### src/rtl/branch_checkpoint_stack.sv
// Circular stack of branch checkpoints holding free-list snapshots; restores the
// snapshot of a mispredicted branch and squashes every younger checkpoint.
`ifndef PHYS_REG_SZ_R10K
`define PHYS_REG_SZ_R10K 64
`endif

module branch_checkpoint_stack #(
    parameter int DEPTH = 4,
    parameter int PRF   = `PHYS_REG_SZ_R10K
) (
    input  logic                     clock,
    input  logic                     reset,
    input  logic                     dispatch_valid,
    input  logic [PRF-1:0]           dispatch_free_list,
    output logic [$clog2(DEPTH)-1:0] alloc_tag,
    output logic                     stack_full,
    input  logic                     resolve_valid,
    input  logic [$clog2(DEPTH)-1:0] resolve_tag,
    input  logic                     resolve_mispredict,
    input  logic [PRF-1:0]           retire_free_mask,
    output logic [PRF-1:0]           free_list_restore,
    output logic                     restore_flag,
    output logic [DEPTH-1:0]         squash_mask
);
    localparam int TW = $clog2(DEPTH);
    localparam logic [TW:0] FULL_CNT = (TW+1)'(DEPTH);

    logic [DEPTH-1:0]          valid_q, valid_d;
    logic [DEPTH-1:0][PRF-1:0] snap_q, snap_d;
    logic [TW-1:0]             head_q, head_d, tail_q, tail_d;
    logic [TW:0]               count_q, count_d;
    logic [PRF-1:0]            restore_q, restore_d;
    logic                      flag_q, flag_d;
    logic [DEPTH-1:0]          squash_q, squash_d;

    logic          mispredict, correct, do_alloc, stop;
    logic [TW-1:0] off_t, off_i, idx;
    logic [TW:0]   cnt_m, skip;

    assign alloc_tag         = tail_q;
    assign stack_full        = (count_q == FULL_CNT);
    assign free_list_restore = restore_q;
    assign restore_flag      = flag_q;
    assign squash_mask       = squash_q;

    assign mispredict = resolve_valid & resolve_mispredict & valid_q[resolve_tag];
    assign correct    = resolve_valid & ~resolve_mispredict & valid_q[resolve_tag];
    assign do_alloc   = dispatch_valid & ~stack_full & ~(resolve_valid & resolve_mispredict);

    always_comb begin
        valid_d   = valid_q;
        snap_d    = snap_q;
        tail_d    = tail_q;
        cnt_m     = count_q;
        restore_d = restore_q;
        flag_d    = 1'b0;
        squash_d  = '0;
        off_t     = resolve_tag - head_q;
        off_i     = '0;
        idx       = '0;
        skip      = '0;
        stop      = 1'b0;

        // Age offsets relative to head decide which entries are younger than the mispredict.
        for (int unsigned i = 0; i < DEPTH; i++) begin
            if (valid_q[i]) snap_d[i] = snap_q[i] | retire_free_mask;
            off_i = TW'(i) - head_q;
            if (mispredict && off_i >= off_t && {1'b0, off_i} < count_q) begin
                valid_d[i]  = 1'b0;
                squash_d[i] = 1'b1;
            end
        end

        if (correct) valid_d[resolve_tag] = 1'b0;

        if (mispredict) begin
            tail_d    = resolve_tag;
            cnt_m     = {1'b0, off_t};
            restore_d = snap_q[resolve_tag] | retire_free_mask;
            flag_d    = 1'b1;
        end

        if (do_alloc) begin
            snap_d[tail_q]  = dispatch_free_list | retire_free_mask;
            valid_d[tail_q] = 1'b1;
            tail_d          = tail_q + 1'b1;
        end

        // Retire the run of already-resolved entries at the head in a single cycle.
        for (int unsigned i = 0; i < DEPTH; i++) begin
            idx = head_q + TW'(i);
            if (!stop && (TW+1)'(i) < cnt_m && !valid_d[idx]) skip = skip + 1'b1;
            else                                              stop = 1'b1;
        end

        head_d  = head_q + skip[TW-1:0];
        count_d = cnt_m - skip + {{TW{1'b0}}, do_alloc};
    end

    always_ff @(posedge clock or posedge reset) begin
        if (reset) begin
            valid_q   <= '0;
            snap_q    <= '0;
            head_q    <= '0;
            tail_q    <= '0;
            count_q   <= '0;
            restore_q <= '0;
            flag_q    <= 1'b0;
            squash_q  <= '0;
        end else begin
            valid_q   <= valid_d;
            snap_q    <= snap_d;
            head_q    <= head_d;
            tail_q    <= tail_d;
            count_q   <= count_d;
            restore_q <= restore_d;
            flag_q    <= flag_d;
            squash_q  <= squash_d;
        end
    end

endmodule

### config.mk
export PLATFORM = sky130hd
export DESIGN_NAME = branch_checkpoint_stack
export DESIGN_NICKNAME = d
export VERILOG_FILES = /design/src/rtl/branch_checkpoint_stack.sv
export SDC_FILE = /design/constraint.sdc
export NUM_CORES = 1
export LEC_CHECK = 0
export BUFFER_PORTS_ARGS = -buffer_cell sky130_fd_sc_hd__buf_2
export CAP_MARGIN = 20
export CORE_ASPECT_RATIO = 1.25
export CORE_MARGIN = 2
export CORE_UTILIZATION = 45
export CTS_BUF_LIST = sky130_fd_sc_hd__clkbuf_4
export CTS_CLUSTER_SIZE = 14
export DETAILED_ROUTE_END_ITERATION = 10
export PLACE_DENSITY = 0.61
export SYNTH_ARGS = -nofsm -noshare
export SYNTH_HDL_FRONTEND = slang
export SYNTH_SLANG_ARGS = --single-unit
### constraint.sdc
create_clock -name clock -period 28.3 [get_ports clock]
set_clock_uncertainty 0.2 [all_clocks]
set_input_delay 5.66 -clock clock [delete_from_list [all_inputs] [get_ports clock]]
set_output_delay 5.66 -clock clock [all_outputs]
set_load 0.03 [all_outputs]
==> flow_summary.yaml, run 1 <==
status:
  status: "finished, final reports clean"
place:
  preCtsSetupSlack_ns: 15.60
  dp_hpwl_um: 26400
  placed_cell_area_mm2: 0.0185
  portBuffers: 206
  place.gp.congestion: 0.841
critical_path:
  reg2reg_from: "valid_q[3]"
  critPathArrivalTime_ns: 12.35
  path_max_fanout: 38
  reg2reg_to: "count_q[2]"
  cp.required_ns: 28.74
  path_delay_family: "adder cells"
  rr_worst_depth: 25
  cp-end-kind: "register"
  critical-path-slowest-cell: "buf_4"
  worstSetupStartpointType: "input pin"
  crit_buf_inv: 4
  cp_common_cell: "ha_1"
  r2r_setup_slack_ns: 21.93
  crit_type: "in -> reg"
  slowest_delay_ns: 0.77
final_layout:
  layout_commonest_cell: "dfrtp_1"
  final_area_mm2: 0.0195
  area_growth_pct: 14.4
  nets: 1746
  drive_above_1_share_pct: 36.5
  utilization_pct: 52.2
  final_cell_mix: "dfrtp_1 (335), o22a_1 (222), buf_2 (204)"
  fillCellCount: 3398
clocking:
  cts-root-buf: "clkbuf_4"
  cts_buffer_depth: 3
  clock_latency_ns: 0.76
  cts_made_buffers: 88
  clkTransAtPathRegs_ns: 0.06
  hold_buffers: 0
  cts_tree: "done"
  cts_resized: 0
  post_cts_buffers: 0
  cts_sinks: 336
  htreeDepth: 3
synthesis:
  ys_seq_area_share_pct: 49.3
  synth-simple-area-share_pct: 5.29
  synth_cell_type_count: 54
  synth_edf_count: 0
  synthMuxAreaShare_pct: 23.6
  syn_nets: 1531
  syn_area_mm2: 0.0171
  yosys_warnings: 0
  synth_cells: 1376
  synth_top_flop_cell: "dfrtp_1"
  syn_area_per_cell_um2: 12.4
  synth_compound_area_share_pct: 17.1
  synth_top_family_by_area: "multiplexers"
  ys_seq_elements: 336
  synth_fa_ha_area_share_pct: 1.51
  synth_async_sr_flop_share_pct: 100
  synth_xor_area_share_pct: 0.609
die:
  die_w_um: 178
  coreArea_mm2: 0.0374
  initial_core_util_pct: 45.7
  pin_count: 207
  die_area_mm2: 0.0395
  die_h_um: 222
  num_rows: 79
detailed_routing:
  firstDrtPassIters: 4
  vias_per_cell: 5.88
  wire_per_inst_um: 20.7
  drc_errors: 0
  vias: 12500
  drt_iter0_markers: 623
  drt-total-wl_um: 44100
  postRouteAntennaNets: 0
sta:
  finalCritPeriodShare_pct: 42.1
  min_period_ns: 11.91
  max_freq_mhz: 84.0
  timing.max_slew.rel_slack_pct: 31.2
  setup_viol: 0
  setup_slack_ns: 16.39
  fin_setup_tns_ns: 0
  rsz0062_at_grt: "false"
  hold-worst-slack_ns: 0.313
  timing.final.max_slew_violations: 0
  worst_slew_pin_slew_ns: 1.03
  final_hold_viol_count: 0
min_path:
  hold_path_end: "snap_q[250]"
  min_from: "snap_q[250]"
  hold_class: "reg -> reg"
  hold_depth: 1
power:
  power.density_mw_per_mm2: 116
  ir_drop_uv: 64.8
  leakage_uw: 0.00752
grt:
  grt_overflow: 0
  grt_pass1_wl_um: 70700
  grtUsageTotal_pct: 22.8
  antenna_found_initial: 12
  first_global_vias: 13200
  grt_max_degree: 173
job:
  maxCapViolCount: 0
[final cells by class]
type | count | area [µm²] | share of cell area (%)
diodes | 2 | 5.00 | 0.0256
clock buffers | 127 | 953 | 4.88
clock inverters | 10 | 67.6 | 0.346
inverters | 18 | 80.1 | 0.410
multi-input cells | 928 | 8250 | 42.3
flip-flops and latches | 336 | 8410 | 43.1
well taps | 486 | 608 | 3.12
repair buffers | 219 | 1150 | 5.87
[worst max-delay path by stage]
stage	startpoint	end	slack [ns]	cells after the start
3_5_place_dp	resolve_tag[0]	count_q[2]	15.60	29
4_1_cts	resolve_tag[0]	count_q[2]	16.37	29
6_report	resolve_tag[0]	count_q[2]	16.39	29
2_1_floorplan	reset	alloc_tag[0]	13.13	1
5_1_grt	resolve_tag[0]	count_q[2]	15.72	29
3_3_place_gp	resolve_tag[0]	count_q[2]	15.79	29
[synthesized netlist by cell type (5+ instances only)]
| cell type | number | area (µm²) |
|---|---|---|
| ha_1 | 19 | 238 |
| clkbuf_1 | 75 | 282 |
| buf_1 | 12 | 45.0 |
| nand2b_1 | 7 | 43.8 |
| nor3_1 | 35 | 175 |
| a21oi_1 | 143 | 716 |
| dfrtp_1 | 336 | 8410 |
| inv_1 | 16 | 60.1 |
| mux4_2 | 65 | 1460 |
| o22a_1 | 222 | 1940 |
| mux2_2 | 159 | 1790 |
| o21ai_0 | 5 | 25.0 |
| nor2_1 | 134 | 503 |
| xnor2_1 | 7 | 61.3 |
| mux2_1 | 65 | 732 |
| nand2_1 | 14 | 52.6 |
[registers in the layout, indices dropped and copies added, names as in the netlist]
register and count:
restore_flag 1, snap_q 256, free_list_restore 64, valid_q 4
count_q 3, head_q 2, squash_mask 4, alloc_tag 2
[cells by family (layout without fill, tap and decap cells)]
| family | after synthesis | in the layout |
|---|---|---|
| AO/OA/AOI/OAI | 396 | 396 |
| flip-flops | 336 | 336 |
| multiplexers | 293 | 293 |
| AND/OR/NAND/NOR | 208 | 208 |
| buffers and inverters | 112 | 374 |
| adder cells (fa/ha/maj) | 20 | 20 |
| XOR/XNOR | 11 | 11 |
| other | 0 | 2 |
[metal layers]
| metal | GRT usage, % | part of all wire (%) |
|---|---|---|
| met5 | 0 | 0.26 |
| met4 | 9.13 | 2.5 |
| met1 | 28.2 | 42 |
| met2 | 38.5 | 50 |
| met3 | 5.35 | 5.4 |
[report_power, final]
part           switching [µW]  leakage, µW  internal, µW
logic                     523      0.00343           489
registers                 148      0.00348           700
clock network             194     0.000611           211
[worst register-to-register path: stages (launching register included)]
cell and delay [ns]:
dfrtp_2 0.38, buf_4 0.30, mux2_2 0.38, a21oi_4 0.27
clkinv_4 0.79, o221a_2 0.46, a21oi_2 0.23, mux2_2 0.20
nor2_1 0.04, a21oi_1 0.18, a21oi_1 0.06, ha_1 0.26
and3_1 0.15, o21a_1 0.20, xor2_1 0.18, ha_1 0.29
nand3_1 0.06, nor2_1 0.17, o2bb2ai_1 0.17, nor2_1 0.08
ha_1 0.27, inv_1 0.05, fa_1 0.42, xnor2_1 0.18
xnor2_1 0.15, xnor2_1 0.14
[stage by stage]
stage / total power [µW] / cells
final: 2260 / 2126
after floorplan: 1610 / 1376
after global placement: 1840 / 1987
after detailed placement: 1870 / 1987
after global routing: 2430 / 2126
after CTS: 2290 / 2124
Note: power is estimated with default switching activity, not from simulation.
==> run 2, diff against run 1 <==
==> constraint.sdc (replaced) <==
create_clock -name clock -period 11.65 [get_ports clock]
set_clock_uncertainty 0.2 [all_clocks]
set_input_delay 2.33 -clock clock [delete_from_list [all_inputs] [get_ports clock]]
set_output_delay 2.33 -clock clock [all_outputs]
set_load 0.03 [all_outputs]
==> flow_summary.yaml, run 2 (synthesis gave the netlist of run 1 again) <==
sta:
  timing.max_slew.rel_slack_pct: 25.1
  setup_viol: 0
  worst_slew_pin_slew_ns: 1.12
  min_period_ns: 7.77
  max_freq_mhz: 129
  timing.final.max_slew_violations: 0
  setup_slack_ns: 3.88
  rsz0062_at_grt: "false"
  fin_setup_tns_ns: 0
  final_hold_viol_count: 0
  finalCritPeriodShare_pct: 66.7
status:
  status: "finished, final reports clean"
place:
  place.gp.congestion: 0.806
  portBuffers: 206
  dp_hpwl_um: 26200
  preCtsSetupSlack_ns: 3.07
power:
  power_frac_comb_pct: 44.7
  leakage_uw: 0.00755
  switchingPower_uw: 2110
  power.density_mw_per_mm2: 282
  internal_power_uw: 3410
  seqPwrFrac_pct: 37.2
  swShare_pct: 38.2
  power_frac_clock_pct: 18.1
  ir_drop_uv: 124
die:
  die_h_um: 222
  die_area_mm2: 0.0395
  coreArea_mm2: 0.0374
  pin_count: 207
  num_rows: 79
  die_w_um: 178
  initial_core_util_pct: 45.7
critical_path:
  cp.required_ns: 12.13
  critPathArrivalTime_ns: 8.25
  path_max_fanout: 140
  cp-end-kind: "register"
  worstSetupStartpointType: "input pin"
  crit_type: "in -> reg"
  r2r_setup_slack_ns: 5.81
clocking:
  htreeDepth: 3
  cts_buffer_depth: 3
  clkTransAtPathRegs_ns: 0.07
  cts_resized: 0
  cts_tree: "done"
  cts_made_buffers: 87
  cts_sinks: 336
  hold_buffers: 0
  clock_latency_ns: 0.76
  cts-root-buf: "clkbuf_4"
  post_cts_buffers: 0
detailed_routing:
  vias: 12300
  drt_iter0_markers: 523
  vias_per_cell: 5.74
  postRouteAntennaNets: 0
  wire_per_inst_um: 20.6
  drt-total-wl_um: 44000
  firstDrtPassIters: 7
  drc_errors: 0
final_layout:
  drive_above_1_share_pct: 36.6
  nets: 1745
  layout_commonest_cell: "dfrtp_1"
  top_register: "snap_q"
  area_growth_pct: 14.7
  fillCellCount: 3363
  largest_reg_flops: 256
  final_cell_mix: "dfrtp_1 (336), o22a_1 (222), buf_2 (204)"
grt:
  antenna_found_initial: 8
  grtUsageTotal_pct: 22.6
  grt_pass1_wl_um: 69900
  grt_max_degree: 188
  grt_overflow: 0
  first_global_vias: 12700
min_path:
  hold_class: "reg -> reg"
job:
  maxCapViolCount: 0
==> run 2: power groups by stage <==
| stage | registers [µW] | logic, µW | clock network (µW) |
|---|---|---|---|
| 6_report | 2050 | 2470 | 996 |
| 5_1_grt | 2130 | 2700 | 1110 |
| 2_1_floorplan | 2210 | 1710 | 0 |
| 3_3_place_gp | 2050 | 2420 | 0 |
| 4_1_cts | 2050 | 2490 | 1040 |
| 3_5_place_dp | 2070 | 2480 | 0 |
==> run 2: through the flow <==
stage	cell area (µm²)	total power (µW)	hold slack [ns]	util, %	std cells
after floorplan	17100	3920	0.271	-	1376
after global placement	18500	4470	0.289	49.5	1987
after detailed placement	18500	4550	0.302	49.5	1987
after CTS	19600	5570	0.316	52.4	2133
after global routing	19600	5930	0.338	52.4	2137
final	19600	5520	0.316	52.4	2137
==> run 2: per-layer routing <==
metal  up-vias  routed length (µm)  GRT usage, %
li1       5733                   -             -
met1      6180               18400          28.5
met2       267               22200          38.1
met3        76                2410          5.52
met4        12                 866          6.95
met5         -                  74             0
==> run 2: final cells by class <==
type                    instances  area, µm²  area share (%)
clock inverters                18        101           0.518
inverters                      18       76.3           0.390
flip-flops and latches        336       8410            43.0
diodes                          4       10.0          0.0511
multi-input cells             928       8250            42.2
clock buffers                 128        961            4.91
repair buffers                219       1160            5.92
well taps                     486        608            3.11
==> run 2: critical path: stages <==
cell and delay [ns]:
buf_4 0.59, mux2_2 0.45, a21oi_4 0.23, clkinv_4 0.74
o221a_2 0.41, a21oi_2 0.21, mux2_2 0.20, nor2_1 0.03
a21oi_1 0.17, a21oi_1 0.07, ha_1 0.27, and3_1 0.16
o21a_1 0.20, xor2_1 0.19, ha_1 0.29, nand3_1 0.06
nor2_1 0.16, o2bb2ai_1 0.16, nor2_1 0.06, ha_1 0.27
inv_1 0.05, fa_1 0.43, xnor2_1 0.19, xnor2_1 0.15
xnor2_1 0.13
==> run 2: path summary, 6_finish.rpt <==
kind	start	to	cells after the start
min in group asynchronous	reset	free_list_restore[15]	3
min	snap_q[63]	snap_q[63]	1
min reg2reg	snap_q[63]	snap_q[63]	1
max reg2reg	head_q[0]	count_q[2]	26
max	resolve_tag[0]	count_q[2]	25
max in group asynchronous	reset	free_list_restore[53]	4
